### src/rtl/bsg_vanilla_pkg.sv
// Shared types for the vanilla core FMA issue path: arbiter FSM states, FP op and rounding-mode enums.
// Optional build macro used by fma_share_arbiter: FMA_ARB_PERF_EN.
package bsg_vanilla_pkg;

  typedef enum logic [1:0] {
    e_fma_arb_run   = 2'd0,
    e_fma_arb_drain = 2'd1,
    e_fma_arb_done  = 2'd2
  } fma_arb_state_e;

  // e_fpu_nop is all-zero so an idle FMA input bus is quiet and reads 0
  typedef enum logic [3:0] {
    e_fpu_nop    = 4'd0,
    e_fpu_fadd   = 4'd1,
    e_fpu_fsub   = 4'd2,
    e_fpu_fmul   = 4'd3,
    e_fpu_fmadd  = 4'd4,
    e_fpu_fmsub  = 4'd5,
    e_fpu_fnmsub = 4'd6,
    e_fpu_fnmadd = 4'd7,
    e_fpu_imul   = 4'd8
  } fpu_float_op_e;

  typedef enum logic [2:0] {
    eRNE = 3'd0,
    eRTZ = 3'd1,
    eRDN = 3'd2,
    eRUP = 3'd3,
    eRMM = 3'd4,
    eDYN = 3'd7
  } frm_e;

  // Bits needed to hold the values 0..max_val inclusive
  function automatic int unsigned cnt_width(input int unsigned max_val);
    return (max_val < 1) ? 1 : $clog2(max_val + 1);
  endfunction

endpackage

### src/rtl/fma_arb_starve_ctr.sv
// Saturating starvation counter for the FP requester: hold wins over clear, clear wins over increment.
module fma_arb_starve_ctr
  import bsg_vanilla_pkg::*;
#(
  parameter int unsigned limit_p = 4,
  parameter int unsigned width_p = cnt_width(limit_p)
) (
  input  logic clk_i,
  input  logic reset_ni,
  input  logic hold_i,
  input  logic clear_i,
  input  logic inc_i,
  output logic sat_o
);

  logic [width_p-1:0] cnt_q, cnt_n;

  always_comb begin
    cnt_n = cnt_q;
    if (!hold_i) begin
      if (clear_i) begin
        cnt_n = '0;
      end else if (inc_i && (cnt_q != width_p'(limit_p))) begin
        cnt_n = cnt_q + width_p'(1);
      end
    end
  end

  always_ff @(posedge clk_i or negedge reset_ni) begin
    if (!reset_ni) begin
      cnt_q <= '0;
    end else begin
      cnt_q <= cnt_n;
    end
  end

  assign sat_o = (cnt_q == width_p'(limit_p));

endmodule

### src/rtl/fma_share_arbiter.sv
// Shares FMA stage 1 between the integer multiplier and FP issue, counts in-flight FP ops and drains them for fcsr fences.
// Define FMA_ARB_PERF_EN to add conflict_cnt_o, a count of cycles where both requesters competed.
module fma_share_arbiter
  import bsg_vanilla_pkg::*;
#(
  parameter int unsigned data_width_p      = 32,
  parameter int unsigned recoded_width_p   = 33,
  parameter int unsigned max_outstanding_p = 2,
  parameter int unsigned starve_limit_p    = 4
) (
  input  logic                       clk_i,
  input  logic                       reset_ni,
  input  logic                       stall_fpu1_i,
  input  logic                       imul_v_i,
  output logic                       imul_ready_o,
  input  logic [data_width_p-1:0]    imul_rs1_i,
  input  logic [data_width_p-1:0]    imul_rs2_i,
  input  logic                       fp_v_i,
  output logic                       fp_ready_o,
  input  fpu_float_op_e              fp_op_i,
  input  logic [recoded_width_p-1:0] fp_rs1_i,
  input  logic [recoded_width_p-1:0] fp_rs2_i,
  input  logic [recoded_width_p-1:0] fp_rs3_i,
  input  frm_e                       fp_rm_i,
  output logic                       fma_imul_v_o,
  output logic                       fma_fp_v_o,
  output logic [data_width_p-1:0]    fma_imul_rs1_o,
  output logic [data_width_p-1:0]    fma_imul_rs2_o,
  output fpu_float_op_e              fma_fp_op_o,
  output logic [recoded_width_p-1:0] fma_fp_rs1_o,
  output logic [recoded_width_p-1:0] fma_fp_rs2_o,
  output logic [recoded_width_p-1:0] fma_fp_rs3_o,
  output frm_e                       fma_fp_rm_o,
  input  logic                       fp_retire_i,
  input  logic                       fence_req_i,
  output logic                       fence_done_o,
`ifdef FMA_ARB_PERF_EN
  output logic [31:0]                conflict_cnt_o,
`endif
  output logic                       busy_o
);

  localparam int unsigned out_w_lp = cnt_width(max_outstanding_p);

  fma_arb_state_e      state_q, state_n;
  logic [out_w_lp-1:0] out_cnt_q, out_cnt_n;
  logic                can_grant;
  logic                fp_allowed;
  logic                fp_prio;

  // Zero-latency grant; a fence arriving in RUN already blocks FP in that cycle
  always_comb begin
    can_grant    = reset_ni & ~stall_fpu1_i;
    fp_allowed   = (out_cnt_q != out_w_lp'(max_outstanding_p))
                 && (state_q == e_fma_arb_run) && !fence_req_i;
    fp_ready_o   = can_grant & fp_v_i & fp_allowed & (fp_prio | ~imul_v_i);
    imul_ready_o = can_grant & imul_v_i & ~fp_ready_o;
  end

  fma_arb_starve_ctr #(
    .limit_p (starve_limit_p)
  ) u_starve_ctr (
    .clk_i    (clk_i),
    .reset_ni (reset_ni),
    .hold_i   (stall_fpu1_i),
    .clear_i  (fp_ready_o | ~fp_v_i),
    .inc_i    (fp_v_i & ~fp_ready_o),
    .sat_o    (fp_prio)
  );

  // Ungranted lanes are held at zero so the FMA inputs do not toggle
  assign fma_imul_v_o   = imul_ready_o;
  assign fma_fp_v_o     = fp_ready_o;
  assign fma_imul_rs1_o = imul_ready_o ? imul_rs1_i : '0;
  assign fma_imul_rs2_o = imul_ready_o ? imul_rs2_i : '0;
  assign fma_fp_op_o    = fp_ready_o ? fp_op_i : e_fpu_nop;
  assign fma_fp_rs1_o   = fp_ready_o ? fp_rs1_i : '0;
  assign fma_fp_rs2_o   = fp_ready_o ? fp_rs2_i : '0;
  assign fma_fp_rs3_o   = fp_ready_o ? fp_rs3_i : '0;
  assign fma_fp_rm_o    = fp_ready_o ? fp_rm_i : eRNE;

  // In-flight FP count; a spurious retire at zero leaves the count at zero
  always_comb begin
    out_cnt_n = out_cnt_q;
    unique case ({fp_ready_o, fp_retire_i})
      2'b10:   out_cnt_n = out_cnt_q + out_w_lp'(1);
      2'b01:   if (out_cnt_q != '0) out_cnt_n = out_cnt_q - out_w_lp'(1);
      default: out_cnt_n = out_cnt_q;
    endcase
  end

  always_ff @(posedge clk_i or negedge reset_ni) begin
    if (!reset_ni) begin
      out_cnt_q <= '0;
    end else begin
      out_cnt_q <= out_cnt_n;
    end
  end

  // Fence sequencing: DRAIN completes once the count is about to reach zero
  always_comb begin
    state_n = state_q;
    unique case (state_q)
      e_fma_arb_run:   if (fence_req_i) state_n = e_fma_arb_drain;
      e_fma_arb_drain: if (out_cnt_n == '0) state_n = e_fma_arb_done;
      e_fma_arb_done:  state_n = e_fma_arb_run;
      default:         state_n = e_fma_arb_run;
    endcase
  end

  always_ff @(posedge clk_i or negedge reset_ni) begin
    if (!reset_ni) begin
      state_q <= e_fma_arb_run;
    end else begin
      state_q <= state_n;
    end
  end

  assign fence_done_o = (state_q == e_fma_arb_done);
  assign busy_o       = (out_cnt_q != '0);

`ifdef FMA_ARB_PERF_EN
  always_ff @(posedge clk_i or negedge reset_ni) begin
    if (!reset_ni) begin
      conflict_cnt_o <= '0;
    end else if (imul_v_i && fp_v_i && !stall_fpu1_i) begin
      conflict_cnt_o <= conflict_cnt_o + 32'd1;
    end
  end
`endif

  a_no_retire_when_empty : assert property (
    @(posedge clk_i) disable iff (!reset_ni) !(fp_retire_i && (out_cnt_q == '0))
  ) else $error("fma_share_arbiter: fp_retire_i with no FP op outstanding");

endmodule

### config.mk
export PLATFORM = sky130hd
export DESIGN_NAME = fma_share_arbiter
export DESIGN_NICKNAME = d
export VERILOG_FILES = /design/src/rtl/bsg_vanilla_pkg.sv /design/src/rtl/fma_arb_starve_ctr.sv /design/src/rtl/fma_share_arbiter.sv
export SDC_FILE = /design/constraint.sdc
export NUM_CORES = 1
export LEC_CHECK = 0
export ABC_AREA = 1
export BUFFER_PORTS_ARGS = -buffer_cell sky130_fd_sc_hd__buf_2
export CAP_MARGIN = 20
export CORE_AREA = 4 4 133 135
export CTS_CLUSTER_SIZE = 40
export DETAILED_ROUTE_END_ITERATION = 6
export DIE_AREA = 0 0 137 139
export GPL_ROUTABILITY_DRIVEN = 0
export MAX_ROUTING_LAYER = met4
export REMOVE_ABC_BUFFERS = 1
export SYNTH_ARGS = -nofsm -noshare
export SYNTH_HDL_FRONTEND = slang
export SYNTH_SLANG_ARGS = --single-unit
### constraint.sdc
create_clock -name clk_i -period 1.9 [get_ports clk_i]
set_input_delay 0 -clock clk_i [delete_from_list [all_inputs] [get_ports clk_i]]
set_output_delay 0 -clock clk_i [all_outputs]
set_load 0.01 [all_outputs]
==> flow_summary.json, run 1 <==
{
  "port_buffers": 352,
  "clkTransAtPathRegs_ns": 0.04,
  "p_seq_share_pct": 15.6,
  "ys_ff_latch": 7,
  "drive_gt1_share_pct": 55.9,
  "fin_skew_ns": 0.00107,
  "cts_tree": "yes",
  "yosys-top-cells-count": "185 x inv_1, 167 x nor2_1, 18 x nand2_1",
  "route.vias.total": 3604,
  "yosysSeqAreaShare_pct": 8.72,
  "pin_count": 353,
  "fmax_mhz": 526,
  "drc_errors": 0,
  "hold_path.class": "input pin to flip-flop",
  "start_kind": "flip-flop",
  "slew_headroom_pct": 84.6,
  "vias_per_cell": 3.52,
  "wire_per_inst_um": 12.7,
  "drv_slew": 0,
  "fin_ws_ns": -0.00129,
  "worstRegToRegCells": 11,
  "violations": "setup timing",
  "power_density_nw_per_um2": 284,
  "synth.avg_cell_area_um2": 4.62,
  "switchingPower_mw": 0.512,
  "crit_type": "flip-flop to primary output",
  "yosysTopAreaCell": "inv_1",
  "syn2layout_area_growth_pct": 136,
  "hp-start": "fence_req_i",
  "yosysWarnings": 0,
  "antenna_found_initial": 6,
  "synth_top_area_share_pct": 34.6,
  "comb_power_share_pct": 57.6,
  "fin_area_um2": 4750,
  "place_hpwl_um": 10400,
  "clockRootBuffer": "clkbuf_16",
  "die_area_um2": 19000,
  "nNetsFinal": 987,
  "die_width_um": 137,
  "synth_top_flop_cell": "dfrtp_1",
  "fp-row-count": 47,
  "die_h_um": 139,
  "grt_overflow": 0,
  "setup_violations": 2,
  "cp-startpoint": "u_starve_ctr.cnt_q[0]$_DFFE_PN0P_",
  "placed_area_um2": 4010,
  "fin_crit_sh_pct": 100,
  "synth-async-reset-ratio_pct": 100,
  "vdd_drop_max_mv": 0.188,
  "synthCells": 435,
  "grt_max_degree": 82,
  "yosys.cell_count.top_type": "inv_1",
  "insertion_delay_ns": 0.23,
  "maxCapViolations": 0,
  "status": "finished with violations",
  "power.total_mw": 1.35,
  "grt_pass1_vias": 3316,
  "synth_area_leaders": "inv_1 35%, nor2_1 31%, dfrtp_1 8.7%",
  "h-tree-depth": 1,
  "cts_max_path_buffers": 2,
  "grt_pass1_wl_um": 16200,
  "rsz0062_at_grt": "yes",
  "setup-tns-final_ns": -0.00230,
  "grt_usage_pct": 10.9,
  "hold_viol_final": 0,
  "start_util_pct": 12.2,
  "power_leakage_nw": 3.55,
  "cp.arrival_ns": 1.90,
  "first_pass_iters": 4,
  "core_um2": 16500,
  "wl_um": 13000,
  "fin_crit_ns": 1.90,
  "cp-end-kind": "primary output",
  "hold_depth": 3,
  "worst_pin_slew_ns": 0.231,
  "r2r_start": "out_cnt_q[1]$_DFF_PN0_",
  "clkPwrFrac_pct": 26.8,
  "synth_cell_types": 21,
  "cts_made_buffers": 3,
  "initialDrtViolationCount": 68,
  "switching_share_pct": 38.0,
  "antenna_left": 0,
  "crit_path_max_fanout": 6,
  "p_int_mw": 0.836,
  "required_ns": 1.90,
  "syn_area_um2": 2010,
  "clkSinkCount": 7,
  "synth-edff-count": 0
}
## layout by cell type, fill, tap and decap left out, drive strengths merged
cell         synthesis  layout
o21ai                2       2
nand2               19      19
a21oi                3       3
nand4                4       4
diode                0       4
dfrtp                7       7
inv                187     187
buf                 17     373
nor2               178     178
xor2                 1       1
dlygate4sd3          0       1
nand3                4       6
ha                   8       8
nor3                 2       2
clkbuf               3      10
## logic make-up (layout without fill, tap and decap cells)
family,count (synthesis),after routing,synth area share (%)
buffers and inverters,207,571,42.6
other,0,4,0
AOI/OAI and AO/OA,5,5,1.25
and+or+nand+nor,207,209,42.1
DFF,7,7,8.72
adders and majority gates,8,8,4.98
xor gates and xnor gates,1,1,0.436
## power by group through the flow
stage          Combinational (mW)  Sequential (mW)  Clock, mW
6_report                    0.776            0.210      0.361
4_1_cts                     0.635            0.208      0.370
2_1_floorplan               0.282            0.206          0
3_5_place_dp                0.627            0.209          0
3_3_place_gp                0.618            0.207          0
5_1_grt                     0.862            0.217      0.379
## what timing repair did
action / in CTS / in global routing
hold buffers: 1 / 0
cloned: 0 / 10
endpoints found under the setup margin: 75 / 140
gates resized for setup: 3 / 100
pin swaps: 1 / 8
hold endpoints to repair: 7 / 0
buffers inserted: 0 / 7
## sequential cells by signal, indices dropped and copies added, names as in the netlist
signal,flops
out_cnt_q,2
state_q,2
u_starve_ctr.cnt_q,3
## worst max-delay path, stage by stage (launching register included)
cell and delay [ns]:
dfrtp_1 0.39, inv_2 0.08, ha_4 0.14, nand2_4 0.05, buf_6 0.12, a21oi_2 0.14
nand2_2 0.15, nand3_4 0.22, clkbuf_16 0.22, nor2_4 0.04, buf_6 0.11
## layout make-up
type                            instances  area (um^2)
Antenna cell                            4         10.0
Clock buffer                            4         78.8
Fill cell                            1817        11700
Inverter                              187          707
Multi-Input combinational cell        223         1250
Sequential cell                         7          175
Tap cell                              220          275
Timing Repair Buffer                  380         2250
## routing by layer
layer / global-route usage, % / wire [um]
met1: 10.3 / 4340
met2: 20.7 / 7010
met3: 2.36 / 1390
met4: 4.78 / 263
met5: - / 0
## path summary, 6_finish.rpt
path,to,slack (ns)
max,fma_imul_rs1_o[24],-0.001
min,state_q[0]$_DFFE_PN0P_,0.07
max reg2reg,state_q[0]$_DFFE_PN0P_,0.11
min reg2reg,u_starve_ctr.cnt_q[0]$_DFFE_PN0P_,0.54
max in group asynchronous,out_cnt_q[1]$_DFF_PN0_,1.63
min in group asynchronous,state_q[0]$_DFFE_PN0P_,0.14
## through the flow
stage	hold slack (ns)	worst slack [ns]	util, %	cells
2_1_floorplan	-0.296	-1.18	-	415
3_3_place_gp	-0.154	-0.0100	24.4	999
3_5_place_dp	-0.154	-0.0672	24.4	999
4_1_cts	0.0692	-0.0184	25.0	1004
5_1_grt	0.0927	-0.0706	28.8	1025
6_report	0.0746	-0.00129	28.8	1025
No activity file was read; power rests on OpenSTA's default activity.
==> inputs of run 2 (changes only) <==
- CORE_AREA: 4 4 133 135 -> 4 4 137 139
- DIE_AREA: 0 0 137 139 -> 0 0 141 143
- clock period: 1.9 -> 2.4 ns (I/O delays scaled with it)
==> run 2 against run 1 <==
Against the previous run:
- the run now ends clean
- final cell count fell by 1.5%
- critical path depth decreased by 2
- flip-flop and latch count stayed put
- first-iteration DRC count up 7.4%
- non-clock buffer count fell by 18
- setup slack gained 0.28 ns
- sequential power decreased by 21%
- worst hold slack got worse by 0.021 ns
- global-route usage is 1.1 points lower
- combinational power decreased by 40%
- die area grew 5.9%
- power shrank 32%
- largest cell class unchanged
==> flow_summary.json, run 2 (synthesis results as in run 1) <==
{
  "first_pass_iters": 4,
  "wire_per_inst_um": 10.9,
  "cts_tree": "yes",
  "start_kind": "flip-flop",
  "grt_pass1_wl_um": 15500,
  "required_ns": 2.40,
  "cts_made_buffers": 3,
  "slew_headroom_pct": 50.9,
  "clkSinkCount": 7,
  "drv_slew": 0,
  "grt_usage_pct": 9.78,
  "crit_type": "flip-flop to primary output",
  "hold_viol_final": 0,
  "route.vias.total": 3465,
  "fin_crit_ns": 2.12,
  "fin_util_pct": 23.1,
  "port_buffers": 352,
  "die_h_um": 143,
  "hp-start": "fence_req_i",
  "setup_violations": 0,
  "rsz0062_at_grt": "no",
  "cp.arrival_ns": 2.12,
  "die_area_um2": 20200,
  "post-place-ws_ns": 0.328,
  "layout_common_cells": "352 x buf_2, 185 x inv_1, 167 x nor2_1, 18 x nand2_1, 11 x nor2_2",
  "vdd_drop_max_mv": 0.151,
  "die_width_um": 141,
  "status": "complete, no violations",
  "grt_max_degree": 72,
  "wl_um": 11000,
  "n_antenna_cell": 0,
  "grt_overflow": 0,
  "insertion_delay_ns": 0.23,
  "cts_max_path_buffers": 2,
  "power_density_nw_per_um2": 223,
  "maxCapViolations": 0,
  "vias_per_cell": 3.43,
  "cp-startpoint": "u_starve_ctr.cnt_q[0]$_DFFE_PN0P_",
  "dp.cells": 1005,
  "crit_path_max_fanout": 71,
  "syn2layout_area_growth_pct": 103,
  "drc_errors": 0,
  "nNetsFinal": 967,
  "antenna_left": 0,
  "core_um2": 17700,
  "clockRootBuffer": "clkbuf_16",
  "setup-tns-final_ns": 0,
  "power_leakage_nw": 3.37,
  "fin_ws_ns": 0.282,
  "drive_gt1_share_pct": 48.8,
  "fp-row-count": 49,
  "layout_commonest_cell": "buf_2",
  "largest_reg_flops": 3,
  "power.total_mw": 0.910,
  "fin_skew_ns": 0.000593,
  "top_regs": "u_starve_ctr.cnt_q x3, out_cnt_q x2, state_q x2",
  "clkTransAtPathRegs_ns": 0.03,
  "hold_path.class": "input pin to flip-flop",
  "grt_pass1_vias": 3229,
  "start_util_pct": 11.4,
  "fmax_mhz": 472,
  "placed_area_um2": 3990,
  "fin_area_um2": 4090,
  "fin_cells": 1010,
  "h-tree-depth": 1,
  "hold_slack_ns": 0.0533,
  "worst_pin_slew_ns": 0.736,
  "initialDrtViolationCount": 73,
  "place_hpwl_um": 10100,
  "fin_crit_sh_pct": 88.2,
  "cp-end-kind": "primary output",
  "r2r_start": "out_cnt_q[0]$_DFF_PN0_",
  "antenna_found_initial": 3,
  "pin_count": 353,
  "top_register": "u_starve_ctr.cnt_q"
}
-- run 2: changes by cell type in the layout (fill, tap and decap cells not counted), moves of 3 or more --
cell / previous run / this run
nor2_2: 28 / 11
nor2_1: 133 / 167
diode_2: 4 / 0
inv_2: 6 / 2
ha_4: 3 / 0
buf_6: 26 / 0
nor2_4: 17 / 0
clkbuf_16: 8 / 3
buf_2: 332 / 352
ha_1: 5 / 8
buf_4: 12 / 8
inv_1: 179 / 185
-- run 2: path summary, 6_finish.rpt --
kind | to | slack (ns) | cells past startpoint
max | fma_fp_rs3_o[30] | 0.28 | 8
min | state_q[0]$_DFFE_PN0P_ | 0.05 | 3
max reg2reg | state_q[0]$_DFFE_PN0P_ | 0.34 | 11
min reg2reg | u_starve_ctr.cnt_q[0]$_DFFE_PN0P_ | 0.51 | 2
max in group asynchronous | u_starve_ctr.cnt_q[0]$_DFFE_PN0P_ | 2.10 | 2
min in group asynchronous | u_starve_ctr.cnt_q[2]$_DFFE_PN0P_ | 0.14 | 2
-- run 2: layout make-up --
| class | count | area, um^2 |
|---|---|---|
| flip-flops and latches | 7 | 175 |
| repair buffers | 362 | 1850 |
| inverters | 187 | 702 |
| well taps | 229 | 287 |
| fillers | 2042 | 13600 |
| multi-input cells | 221 | 991 |
| clock buffers | 4 | 78.8 |
-- run 2: repair_timing --
item | CTS | global route
endpoints found under the hold margin | 7 | 0
gates resized for setup | 0 | 1
setup endpoints to repair | 0 | 42
hold buffers | 1 | 0
buffers inserted | 0 | 0
-- run 2: routing by layer --
layer	global-route usage, %	part of all wire (%)	up-vias
li1	-	-	1816
met1	9.89	35	1417
met2	19.3	52	222
met3	2.61	12	10
met4	1.12	0.65	0
met5	-	0	-
-- run 2: worst max-delay path, stage by stage (launching register included) --
cell	delay, ns
dfrtp_1	0.36
inv_1	0.06
ha_1	0.20
nand2_2	0.11
nand2_1	0.12
nand4_4	0.12
buf_4	0.58
nor2_1	0.11
buf_2	0.18
-- run 2: power breakdown --
| part | total [mW] | switching (mW) | leakage (nW) | internal [mW] |
|---|---|---|---|---|
| clock network | 0.277 | 0.0570 | 0.0382 | 0.220 |
| registers | 0.165 | 0.0208 | 0.0898 | 0.144 |
| logic | 0.467 | 0.249 | 3.24 | 0.218 |
| total | 0.910 | 0.327 | 3.37 | 0.583 |
